$ cat src/rtl/addsub_pkg.sv
// Shared op codes, FSM state encoding and flag bundle for the add/subtract sequencer.
// Latency: n/a (declarations only).
// Backpressure: n/a (declarations only).
package addsub_pkg;

    // Operation codes presented on the op input of addsub_seq.
    // op[1] selects the accumulator as operand A; op[0] selects subtraction.
    localparam logic [1:0] OP_ADD     = 2'b00;
    localparam logic [1:0] OP_SUB     = 2'b01;
    localparam logic [1:0] OP_ACC_ADD = 2'b10;
    localparam logic [1:0] OP_ACC_SUB = 2'b11;

    // Sequencer states: latch operands, let the adder settle, capture result.
    typedef enum logic [1:0] {
        S_IDLE = 2'b00,
        S_EXEC = 2'b01,
        S_CAPT = 2'b10
    } state_t;

    // Status flags captured alongside the result.
    typedef struct packed {
        logic carry;
        logic overflow;
    } flags_t;

endpackage

$ cat src/rtl/addsub.sv
// Combinational add/subtract unit: result = dataa +/- datab, modulo 2^WIDTH.
// Latency: zero cycles (purely combinational).
// Backpressure: none; output follows inputs continuously.
module addsub #(
    parameter int WIDTH = 8
) (
    input  logic [WIDTH-1:0] dataa,
    input  logic [WIDTH-1:0] datab,
    input  logic             add_sub,
    output logic [WIDTH-1:0] result
);

    // add_sub = 1 adds, add_sub = 0 subtracts; wraps with no saturation.
    always_comb begin
        result = '0;
        if (add_sub) begin
            result = dataa + datab;
        end else begin
            result = dataa - datab;
        end
    end

endmodule

$ cat src/rtl/addsub_seq.sv
// Add/subtract sequencer: latches a request, drives addsub, registers result, flags and accumulator.
// Latency: done pulses two cycles after the accepting edge; one request every three cycles.
// Backpressure: start is ignored while busy; no queueing, the caller must retry after done.
module addsub_seq
    import addsub_pkg::*;
#(
    parameter int WIDTH = 8
) (
    input  logic             clk,
    input  logic             reset,
    input  logic             start,
    input  logic [1:0]       op,
    input  logic [WIDTH-1:0] a,
    input  logic [WIDTH-1:0] b,
    input  logic             acc_clear,
    output logic             busy,
    output logic             done,
    output logic [WIDTH-1:0] result,
    output logic             carry,
    output logic             overflow,
    output logic [WIDTH-1:0] acc
);

    state_t             state_q;
    state_t             state_d;
    logic               load;
    logic               capt;

    logic [WIDTH-1:0]   opa_q;
    logic [WIDTH-1:0]   opb_q;
    logic               sub_q;

    logic [WIDTH-1:0]   sum;
    flags_t             flags_d;

    logic [WIDTH-1:0]   result_q;
    flags_t             flags_q;
    logic               done_q;
    logic [WIDTH-1:0]   acc_q;

    // State register; reset aborts any operation in flight.
    always_ff @(posedge clk or posedge reset) begin
        if (reset) begin
            state_q <= S_IDLE;
        end else begin
            state_q <= state_d;
        end
    end

    // Next-state decode plus the load/capture strobes for the datapath.
    always_comb begin
        state_d = state_q;
        load    = 1'b0;
        capt    = 1'b0;
        case (state_q)
            S_IDLE: begin
                if (start) begin
                    load    = 1'b1;
                    state_d = S_EXEC;
                end
            end
            S_EXEC: begin
                state_d = S_CAPT;
            end
            S_CAPT: begin
                capt    = 1'b1;
                state_d = S_IDLE;
            end
            default: begin
                state_d = S_IDLE;
            end
        endcase
    end

    // Operand latch: acc is read before any same-cycle clear takes effect,
    // so a clear coinciding with an accept leaves this request untouched.
    always_ff @(posedge clk or posedge reset) begin
        if (reset) begin
            opa_q <= '0;
            opb_q <= '0;
            sub_q <= 1'b0;
        end else if (load) begin
            opa_q <= op[1] ? acc_q : a;
            opb_q <= b;
            sub_q <= op[0];
        end
    end

    addsub #(
        .WIDTH (WIDTH)
    ) u_addsub (
        .dataa   (opa_q),
        .datab   (opb_q),
        .add_sub (~sub_q),
        .result  (sum)
    );

    // Carry doubles as borrow on subtract; overflow is the signed-range check
    // expressed through operand and result sign bits.
    always_comb begin
        flags_d = '0;
        if (sub_q) begin
            flags_d.carry    = (opa_q < opb_q);
            flags_d.overflow = (opa_q[WIDTH-1] != opb_q[WIDTH-1]) &&
                               (sum[WIDTH-1]   != opa_q[WIDTH-1]);
        end else begin
            flags_d.carry    = (sum < opa_q);
            flags_d.overflow = (opa_q[WIDTH-1] == opb_q[WIDTH-1]) &&
                               (sum[WIDTH-1]   != opa_q[WIDTH-1]);
        end
    end

    // Result and flags are held from one completion to the next.
    always_ff @(posedge clk or posedge reset) begin
        if (reset) begin
            result_q <= '0;
            flags_q  <= '0;
        end else if (capt) begin
            result_q <= sum;
            flags_q  <= flags_d;
        end
    end

    // One-cycle completion pulse, coincident with the return to IDLE.
    always_ff @(posedge clk or posedge reset) begin
        if (reset) begin
            done_q <= 1'b0;
        end else begin
            done_q <= capt;
        end
    end

    // Accumulator: every completed op writes it, but a clear always wins.
    always_ff @(posedge clk or posedge reset) begin
        if (reset) begin
            acc_q <= '0;
        end else if (acc_clear) begin
            acc_q <= '0;
        end else if (capt) begin
            acc_q <= sum;
        end
    end

    assign busy     = (state_q != S_IDLE);
    assign done     = done_q;
    assign result   = result_q;
    assign carry    = flags_q.carry;
    assign overflow = flags_q.overflow;
    assign acc      = acc_q;

endmodule

$ cat config.mk
export PLATFORM = sky130hd
export DESIGN_NAME = addsub_seq
export DESIGN_NICKNAME = d
export VERILOG_FILES = /design/src/rtl/addsub_pkg.sv /design/src/rtl/addsub.sv /design/src/rtl/addsub_seq.sv
export SDC_FILE = /design/constraint.sdc
export NUM_CORES = 1
export LEC_CHECK = 0
export ABC_CLOCK_PERIOD_IN_PS = 3150
export CAP_MARGIN = 0
export CORE_AREA = 10 10 77 79
export CTS_BUF_LIST = sky130_fd_sc_hd__clkbuf_8
export CTS_CLUSTER_SIZE = 25
export DETAILED_ROUTE_END_ITERATION = 8
export DIE_AREA = 0 0 87 89
export PLACE_DENSITY = 0.75
export SLEW_MARGIN = 40
export SYNTH_ARGS = -nofsm -noshare
export SYNTH_HDL_FRONTEND = slang
export SYNTH_HIERARCHICAL = 1
export SYNTH_SLANG_ARGS = --single-unit
$ cat constraint.sdc
create_clock -name clk -period 3.15 [get_ports clk]
set_input_delay 0.63 -clock clk [delete_from_list [all_inputs] [get_ports clk]]
set_output_delay 0.63 -clock clk [all_outputs]
set_load 0.02 [all_outputs]
### Word-level counts from Yosys, hierarchy flattened

Index checks and enable logic that the tools add are counted.

| word-level totals | value |
|---|---|
| flip-flop bits (word level) | 38 |
| latch bits | 0 |
| RAM bits | 0 |
| memory bits (read-only) | 0 |
| input port bits | 22 |
| output and inout bits | 20 |
| logic and storage cells | 34 |
| memories kept | 0 |

| cells by class | value |
|---|---|
| add/sub/neg operators | 2 |
| multipliers | 0 |
| divide/modulo/power cells | 0 |
| order comparisons | 2 |
| equal/unequal tests | 6 |
| shift operators | 0 |
| mux-type cells | 10 |
| bitwise gates (word level) | 0 |
| reduce and logical (&&, ||, !) cells | 5 |

Operators with widths:

| cell | count |
|---|---|
| $mux 8 | 4 |
| $lt 8x8->1 | 2 |
| $add 8x8->8 | 1 |
| $sub 8x8->8 | 1 |
| $mux 2 | 2 |
| $pmux 2 s2 | 1 |
| $reduce_bool 2->1 | 2 |
| $mux 1 | 3 |
| $eq 2x1->1 const B | 1 |
| $eq 2x2->1 const B | 1 |
| $logic_and 1x1->1 | 2 |
| $logic_not 2->1 | 1 |
| $ne 1x1->1 | 2 |
| $ne 2x2->1 const B | 1 |
| $eq 1x1->1 | 1 |

### Depth between registers and ports, before layout

Gate-level depths: netlist of the first run.

| depth | value |
|---|---|
| depth after elaboration | 5 |
| gate-level depth with buffers | 13 |
| gate-level depth less buffers | 13 |

### Hierarchy

The synthesis of the first run kept the hierarchy.

By module, submodules not included:

| module | instances | cells an instance | area each (um2) | seq. area each (um2) |
|---|---|---|---|---|
| addsub_seq | 1 | 184 | 1866.8 | 950.9 |
| addsub | 1 | 58 | 430.4 | 0.0 |

### Worst setup path after synthesis of the first run

Ideal clock, no wire load.

| timing | value |
|---|---|
| kind | flip-flop to flip-flop |
| start point | reg opb_q[0] |
| end point | reg flags_q, in the netlist carry |
| setup time | 129 ps |
| arrival time | 2630 ps |
| required time | 3021 ps |
| setup slack | 390 ps |
| stages on the path, launching flop included | 13 |
| path buffers | 0 |
| clock period less this slack | 2760 ps |
| path through | dfrtp_1 -> inv_1 -> ha_1 -> mux2_2 -> fa_1 -> a21o_2 -> a21oi_2 -> or4b_1 -> o2111ai_1 -> ha_1 -> o2111ai_1 -> a21oi_1 -> o211ai_2 |

| between the ends | value |
|---|---|
| longest elaborated chain between the ends | 4 |
| elaborated cells on any way between the ends | 6 |
| classes of those cells | add/sub (2); order compare (2); mux (2) |

Ends and longest elaborated chain:

| what | line | text |
|---|---|---|
| from (decl) | addsub_seq.sv:30 | `logic [WIDTH-1:0] opb_q;` |
| from (signal assigned) | addsub_seq.sv:80 | `opb_q <= '0;` |
| from (signal assigned) | addsub_seq.sv:84 | `opb_q <= b;` |
| $add 8x8->8 or $sub 8x8->8 (tied branches) | addsub.sv:17, addsub.sv:19 |  |
| $mux 8 (*) | addsub.sv:16 | `if (add_sub) begin` |
| via sum[6] | addsub_seq.sv:33 | `logic [WIDTH-1:0] sum;` |
| $lt 8x8->1 (*) | addsub_seq.sv:107 | `flags_d.carry = (sum < opa_q);` |
| $mux 2 (*) | addsub_seq.sv:102 | `if (sub_q) begin` |
| to (signal assigned) | addsub_seq.sv:120 | `flags_q <= flags_d;` |
| to (decl) | addsub_seq.sv:37 | `flags_t flags_q;` |

Mark *: on every way through the listed nets, which the timed path passes. The rest lies on a longest branch.
A chain may end at the register's enable or synchronous reset.

### Worst setup path in the final report of the first run

Same ends and word-level chain as after synthesis.

==> impl_metrics.toml, run 1 <==
[critical_path]
cp-start-kind = "flip-flop"
slowest_stage = "dfrtp_1"
cp_max_fo = 5
critPathBufInv = 1
end_kind = "flip-flop"
cp.required_ns = 3.33
critPathKind = "flip-flop to flip-flop"
worstPathArrival_ns = 3.14
critical-path-top-delay-family = "compound AO/OA/AOI/OAI gates"
cp_common_cell = "ha_1"
critPathMaxStageDelay_ns = 0.40
path_cells = "inv_1 > ha_1 > mux2_2 > ha_1 > a21oi_1 > o211ai_1 > o41ai_2 > xnor2_1 > ha_1 > o2111ai_1 > a21oi_2 > o211ai_2"

[cells_and_area]
mostFrequentLayoutCells = "43 x nand2_1, 41 x clkdlybuf4s50_1, 38 x dfrtp_1"
layout.nets = 330
layout-drive-gt1-share_pct = 9.441
final_common_cell = "nand2_1"
n_antenna_cell = 0
syn2layout_area_growth_pct = 24.02

[synth]
synth_edf_count = 0
synth_cell_types = 43
yosys_warnings = 6
synth_flop_cell = "dfrtp_1"
netlist_top_cells_area = "dfrtp_1 41%, ha_1 12%, nand2_1 7.0%"
ys_seq_area_share_pct = 41.39
syn_inst = 242
muxShareOfSynthArea_pct = 4.466
synthAdderAreaFrac_pct = 12.85
synth_compound_area_share_pct = 15.20
synthArstFlopShare_pct = 100.0
synth_top_family_by_area = "compound AO/OA/AOI/OAI gates"
yosys.area_share.simple_pct = 14.05
avgSynthCellArea_um2 = 9.493
synth_top_area_cell = "dfrtp_1"
synth_nets = 287
synthXorXnorAreaFrac_pct = 4.956
ys_ff_latch = 38
syn_area_mm2 = 0.002297
netlist.area_leader.share_pct = 41.39

[clocking]
clk_latency_ns = 0.30
clkTransAtPathRegs_ns = 0.08
cts_tree = "yes"
cts_sinks = 38
cts_root_buffer = "clkbuf_8"
htree_levels = 2
ctsHoldBuffers = 0
cts_buffer_depth = 2
numCtsBuffers = 5

[placement]
hpwlAfterDp_um = 3958
gp_congestion = 0.8748
numPortBuffers = 41

[global_route]
grt_overflow = 0
grt_pass1_wl_um = 8880
grt_use_total_pct = 14.34
grt_antenna_before_repair = 0
grt_max_degree = 39
grt_pass1_vias = 1898

[floorplanning]
dieHeight_um = 89
die_w_um = 87
core_mm2 = 0.004536
io_pins = 42
rows = 25
start_util_pct = 50.65
dieArea_mm2 = 0.007743

[drt]
drt_iter0_markers = 80
vias = 1802
postRouteAntennaNets = 0
drtPass1Iterations = 4
viasPerCell = 5.300
drc_errors = 0
wire_per_inst_um = 15.27
wl_um = 5192

[timing]
fin_skew_ns = 0.009833
setup_viol = 0
worst_slew_pin_slew_ns = 0.5166
slew_headroom_pct = 65.45
max_freq_mhz = 337.5
drv_slew = 0
finalCritPeriodShare_pct = 94.07
finalSetupTns_ns = 0
hold_viol = 0
post-route-min-period_ns = 2.963

[pwr]
p_leak_nw = 1.339
p_per_area_mw_per_mm2 = 958.0
total_power_mw = 2.729
ir_worst_vdd_mv = 0.4099

[min_path]
min_path_type = "flip-flop to flip-flop"

[run]
cap_violations = 0

[status]
outcome = "finished clean"
==> synthesized netlist by cell type, types with 4 or more instances <==
library cell,number
inv_1,27
nor2_1,13
a31oi_1,4
mux2i_1,8
o21ai_0,10
xor2_1,4
nand2_1,43
xnor2_1,9
dfrtp_1,38
a21oi_1,15
o2111ai_1,4
ha_1,22
nor3_1,5
a21oi_2,6
==> worst paths after layout <==
check                      slack [ns]  cells past startpoint      start         to
setup / recovery                 0.19                     12   opb_q[0]      carry
hold / removal                   0.48                      2  result[6]  result[6]
setup reg to reg                 0.19                     12   opb_q[0]      carry
hold reg to reg                  0.48                      2  result[6]  result[6]
max in group asynchronous        2.06                      3      reset      sub_q
min in group asynchronous        0.74                      3      reset   opb_q[7]
==> timing repair <==
item,in CTS,in global routing
resized for setup,0,5
setup endpoints to repair,0,1
buffers inserted,0,1
==> sequential cells by signal, summed over array words and instances, names as in the netlist <==
signal    count
acc           8
carry         1
done          1
opa_q         8
opb_q         8
overflow      1
result        8
state_q       2
sub_q         1
==> logic make-up (layout without fill, tap and decap cells) <==
logic type / Yosys count / count (layout)
DFF: 38 / 38
xor gates and xnor gates: 13 / 13
muxes: 10 / 10
and+or+nand+nor: 70 / 70
adders and majority gates: 23 / 23
AOI/OAI and AO/OA: 53 / 53
buffers and inverters: 35 / 79
==> worst reg2reg max path, delay by kind of cell, from the launching register on <==
kind,cells,cell delay (ns)
flip-flops,1,0.40
adder cells (fa/ha/maj),3,0.89
AO/OA/AOI/OAI,6,1.06
XOR/XNOR,1,0.15
buffers and inverters,1,0.06
multiplexers,1,0.29
==> final cells by class <==
cell class                 instances  area (µm²)
sequential                        38       950.9
fill                             399        1687
timing repair buffer              43       425.4
inverter                          28       105.1
tap                               54       67.56
multi-input combinational        169        1205
clock buffer                       6       82.58
clock inverter                     2       12.51
==> power breakdown <==
| group | internal (mW) | switching (mW) | total [mW] |
|---|---|---|---|
| Combinational | 0.724 | 0.877 | 1.60 |
| Sequential | 0.636 | 0.128 | 0.764 |
| Clock | 0.176 | 0.188 | 0.364 |
==> per-layer routing <==
layer	track usage [%]	part of all wire, %	routed length (µm)	vias up
met5	0	0	0	-
met1	16.39	41	2112	859
met3	3.646	3.8	198	12
met4	7.511	2.8	146	0
met2	24.12	53	2735	31
li1	-	-	-	900
==> metrics by stage <==
step | std cells | area, µm² | setup slack [ns] | hold slack (ns) | utilization [%]
global placement | 331 | 2725 | 0.2744 | 0.4612 | 60.08
finish | 340 | 2849 | 0.1867 | 0.4825 | 62.81
CTS | 339 | 2820 | 0.08734 | 0.4870 | 62.18
global route | 340 | 2849 | -0.05227 | 0.5156 | 62.81
floorplan | 242 | 2297 | 0.3904 | 0.4969 | -
detailed placement | 331 | 2725 | 0.1194 | 0.4678 | 60.08
Power figures use the tool's default switching activity.
==> run 2: changes to the inputs <==
--- a/config.mk
+++ b/config.mk
@@ -13,7 +13,7 @@
 export DETAILED_ROUTE_END_ITERATION = 8
 export DIE_AREA = 0 0 87 89
 export PLACE_DENSITY = 0.75
-export SLEW_MARGIN = 40
+export SLEW_MARGIN = 0
 export SYNTH_ARGS = -nofsm -noshare
 export SYNTH_HDL_FRONTEND = slang
 export SYNTH_HIERARCHICAL = 1
==> results of run 2 <==
The final DEF is identical to that of run 1; final timing and power are the same.
==> run 3: changes to the inputs <==
--- a/config.mk
+++ b/config.mk
@@ -13,6 +13,7 @@
 export DETAILED_ROUTE_END_ITERATION = 8
 export DIE_AREA = 0 0 87 89
 export PLACE_DENSITY = 0.75
+export RECOVER_POWER = 100
 export SLEW_MARGIN = 0
 export SYNTH_ARGS = -nofsm -noshare
 export SYNTH_HDL_FRONTEND = slang
==> run 3 against run 2 <==
The run now ends with capacitance limit, slew limit left. Worst setup slack got worse by 0.0027 ns. Sequential power shrank 0.7%. Combinational power down 3%. Register-to-register slack about the same. Fmax about the same. Clock-buffer cell count did not move. Via count grew 0.28%. Critical endpoint unchanged. Largest power group unchanged.
==> impl_metrics.toml, run 3 (synthesis gave the netlist of run 1 again) <==
[status]
outcome = "finished, violations left"
violations = "capacitance limit, slew limit"

[critical_path]
slowest_stage = "dfrtp_1"
cp.required_ns = 3.33
path_cells = "inv_1 > ha_1 > mux2_2 > ha_1 > a21oi_1 > o211ai_1 > o41ai_2 > xnor2_1 > ha_1 > o2111ai_1 > a21oi_2 > o211ai_2"
cp_common_cell = "ha_1"
critPathMaxStageDelay_ns = 0.40
cp_max_fo = 5
end_kind = "flip-flop"
r2r_cells = 12
cp-start-kind = "flip-flop"
critPathKind = "flip-flop to flip-flop"
worstPathArrival_ns = 3.15

[drt]
drtPass1Iterations = 4
drc_errors = 0
wl_um = 5200
drt_iter0_markers = 66
vias = 1807
viasPerCell = 5.315
postRouteAntennaNets = 0
wire_per_inst_um = 15.29

[floorplanning]
core_mm2 = 0.004536
rows = 25
io_pins = 42
dieArea_mm2 = 0.007743
start_util_pct = 50.65
die_w_um = 87
dieHeight_um = 89

[clocking]
clk_latency_ns = 0.31
cts_sinks = 38
ctsHoldBuffers = 0
numCtsBuffers = 5
cts_root_buffer = "clkbuf_8"
cts_tree = "yes"
htree_levels = 2
clkTransAtPathRegs_ns = 0.08
cts_buffer_depth = 2

[timing]
setup_viol = 0
slew_headroom_pct = -39.21
worst_slew_pin_slew_ns = 2.088
finalCritPeriodShare_pct = 94.16
max_freq_mhz = 337.1
hold_viol = 0
post-route-min-period_ns = 2.966
fin_skew_ns = 0.01051
drv_slew = 39
finalSetupTns_ns = 0

[min_path]
worstHoldPathCells = 2
min_path_type = "flip-flop to flip-flop"

[pwr]
p_leak_nw = 1.365
ir_worst_vdd_mv = 0.4110
p_per_area_mw_per_mm2 = 951.2

[cells_and_area]
syn2layout_area_growth_pct = 22.93
layout.nets = 330
stdcell_count = 340
final_common_cell = "nand2_1"
mostFrequentLayoutCells = "43 x nand2_1, 38 x dfrtp_1, 27 x inv_1"
n_antenna_cell = 0
design_area_mm2 = 0.002824
layout-drive-gt1-share_pct = 8.741

[placement]
dpl.cell_count = 331
numPortBuffers = 41
place_area_mm2 = 0.002725
gp_congestion = 0.8748
hpwlAfterDp_um = 3958

[global_route]
grt_max_degree = 39
grt_overflow = 0
grt_antenna_before_repair = 0
grt_pass1_vias = 1898
grt_pass1_wl_um = 8880
grt_use_total_pct = 14.34

[run]
cap_violations = 1
[run 3: cell count changes in the layout (fill, tap and decap cells not counted), sizes merged]
cell / delta
clkdlybuf4s50: -22
dlygate4sd3: +22
buf: -1
clkbuf: +1
[run 3: report_power, final]
group / leakage [nW] / total [mW] / internal, mW / switching [mW]
sequential: 0.476 / 0.759 / 0.636 / 0.122
clock: 0.0472 / 0.366 / 0.176 / 0.190
combinational: 0.842 / 1.56 / 0.688 / 0.874
total: 1.37 / 2.69 / 1.50 / 1.19
[run 3: area by class of cell]
class | count | area, µm²
repair buffers | 43 | 421.7
multi-input cells | 169 | 1184
inverters | 28 | 105.1
well taps | 54 | 67.56
fillers | 403 | 1712
clock buffers | 6 | 82.58
flip-flops and latches | 38 | 950.9
clock inverters | 2 | 12.51
[run 3: timing repair]
item                       4_1_cts  5_1_grt
setup endpoints to repair        0        1
gates resized for setup          0        5
setup buffers                    0        1
[run 3: worst max-delay path: cells and delay by family, from the launching register on]
family                   cells  cell delay, ns
AO/OA/AOI/OAI                6            1.07
XOR/XNOR                     1            0.15
adder cells (fa/ha/maj)      3            0.88
buffers and inverters        1            0.06
flip-flops                   1            0.40
multiplexers                 1            0.29
[run 3: per-layer routing]
metal,GRT usage [%],up-vias,share of wire (%)
met1,16.39,862,41
met2,24.12,30,52
met3,3.646,13,3.8
met4,7.511,0,3.0
li1,-,902,-
met5,0,-,0
[run 3: final timing paths]
path | start | to | slack [ns]
worst max-delay path | opb_q[0] | carry | 0.18
worst min-delay path | result[6] | result[6] | 0.48
max in group asynchronous | reset | sub_q | 0.44
worst max register to register | opb_q[0] | carry | 0.18
worst min register to register | result[6] | result[6] | 0.48
min in group asynchronous | reset | opb_q[7] | 1.52
[run 3: per-stage QoR]
stage          power (mW)  hold slack (ns)  utilization [%]  setup slack, ns
2_1_floorplan       1.847           0.4969                -           0.3904
3_3_place_gp        2.282           0.4612            60.08           0.2744
3_5_place_dp        2.318           0.4678            60.08           0.1194
4_1_cts             2.691           0.4870            62.18          0.08734
5_1_grt             2.951           0.5101            62.26         -0.05227
6_report            2.686           0.4769            62.26           0.1839
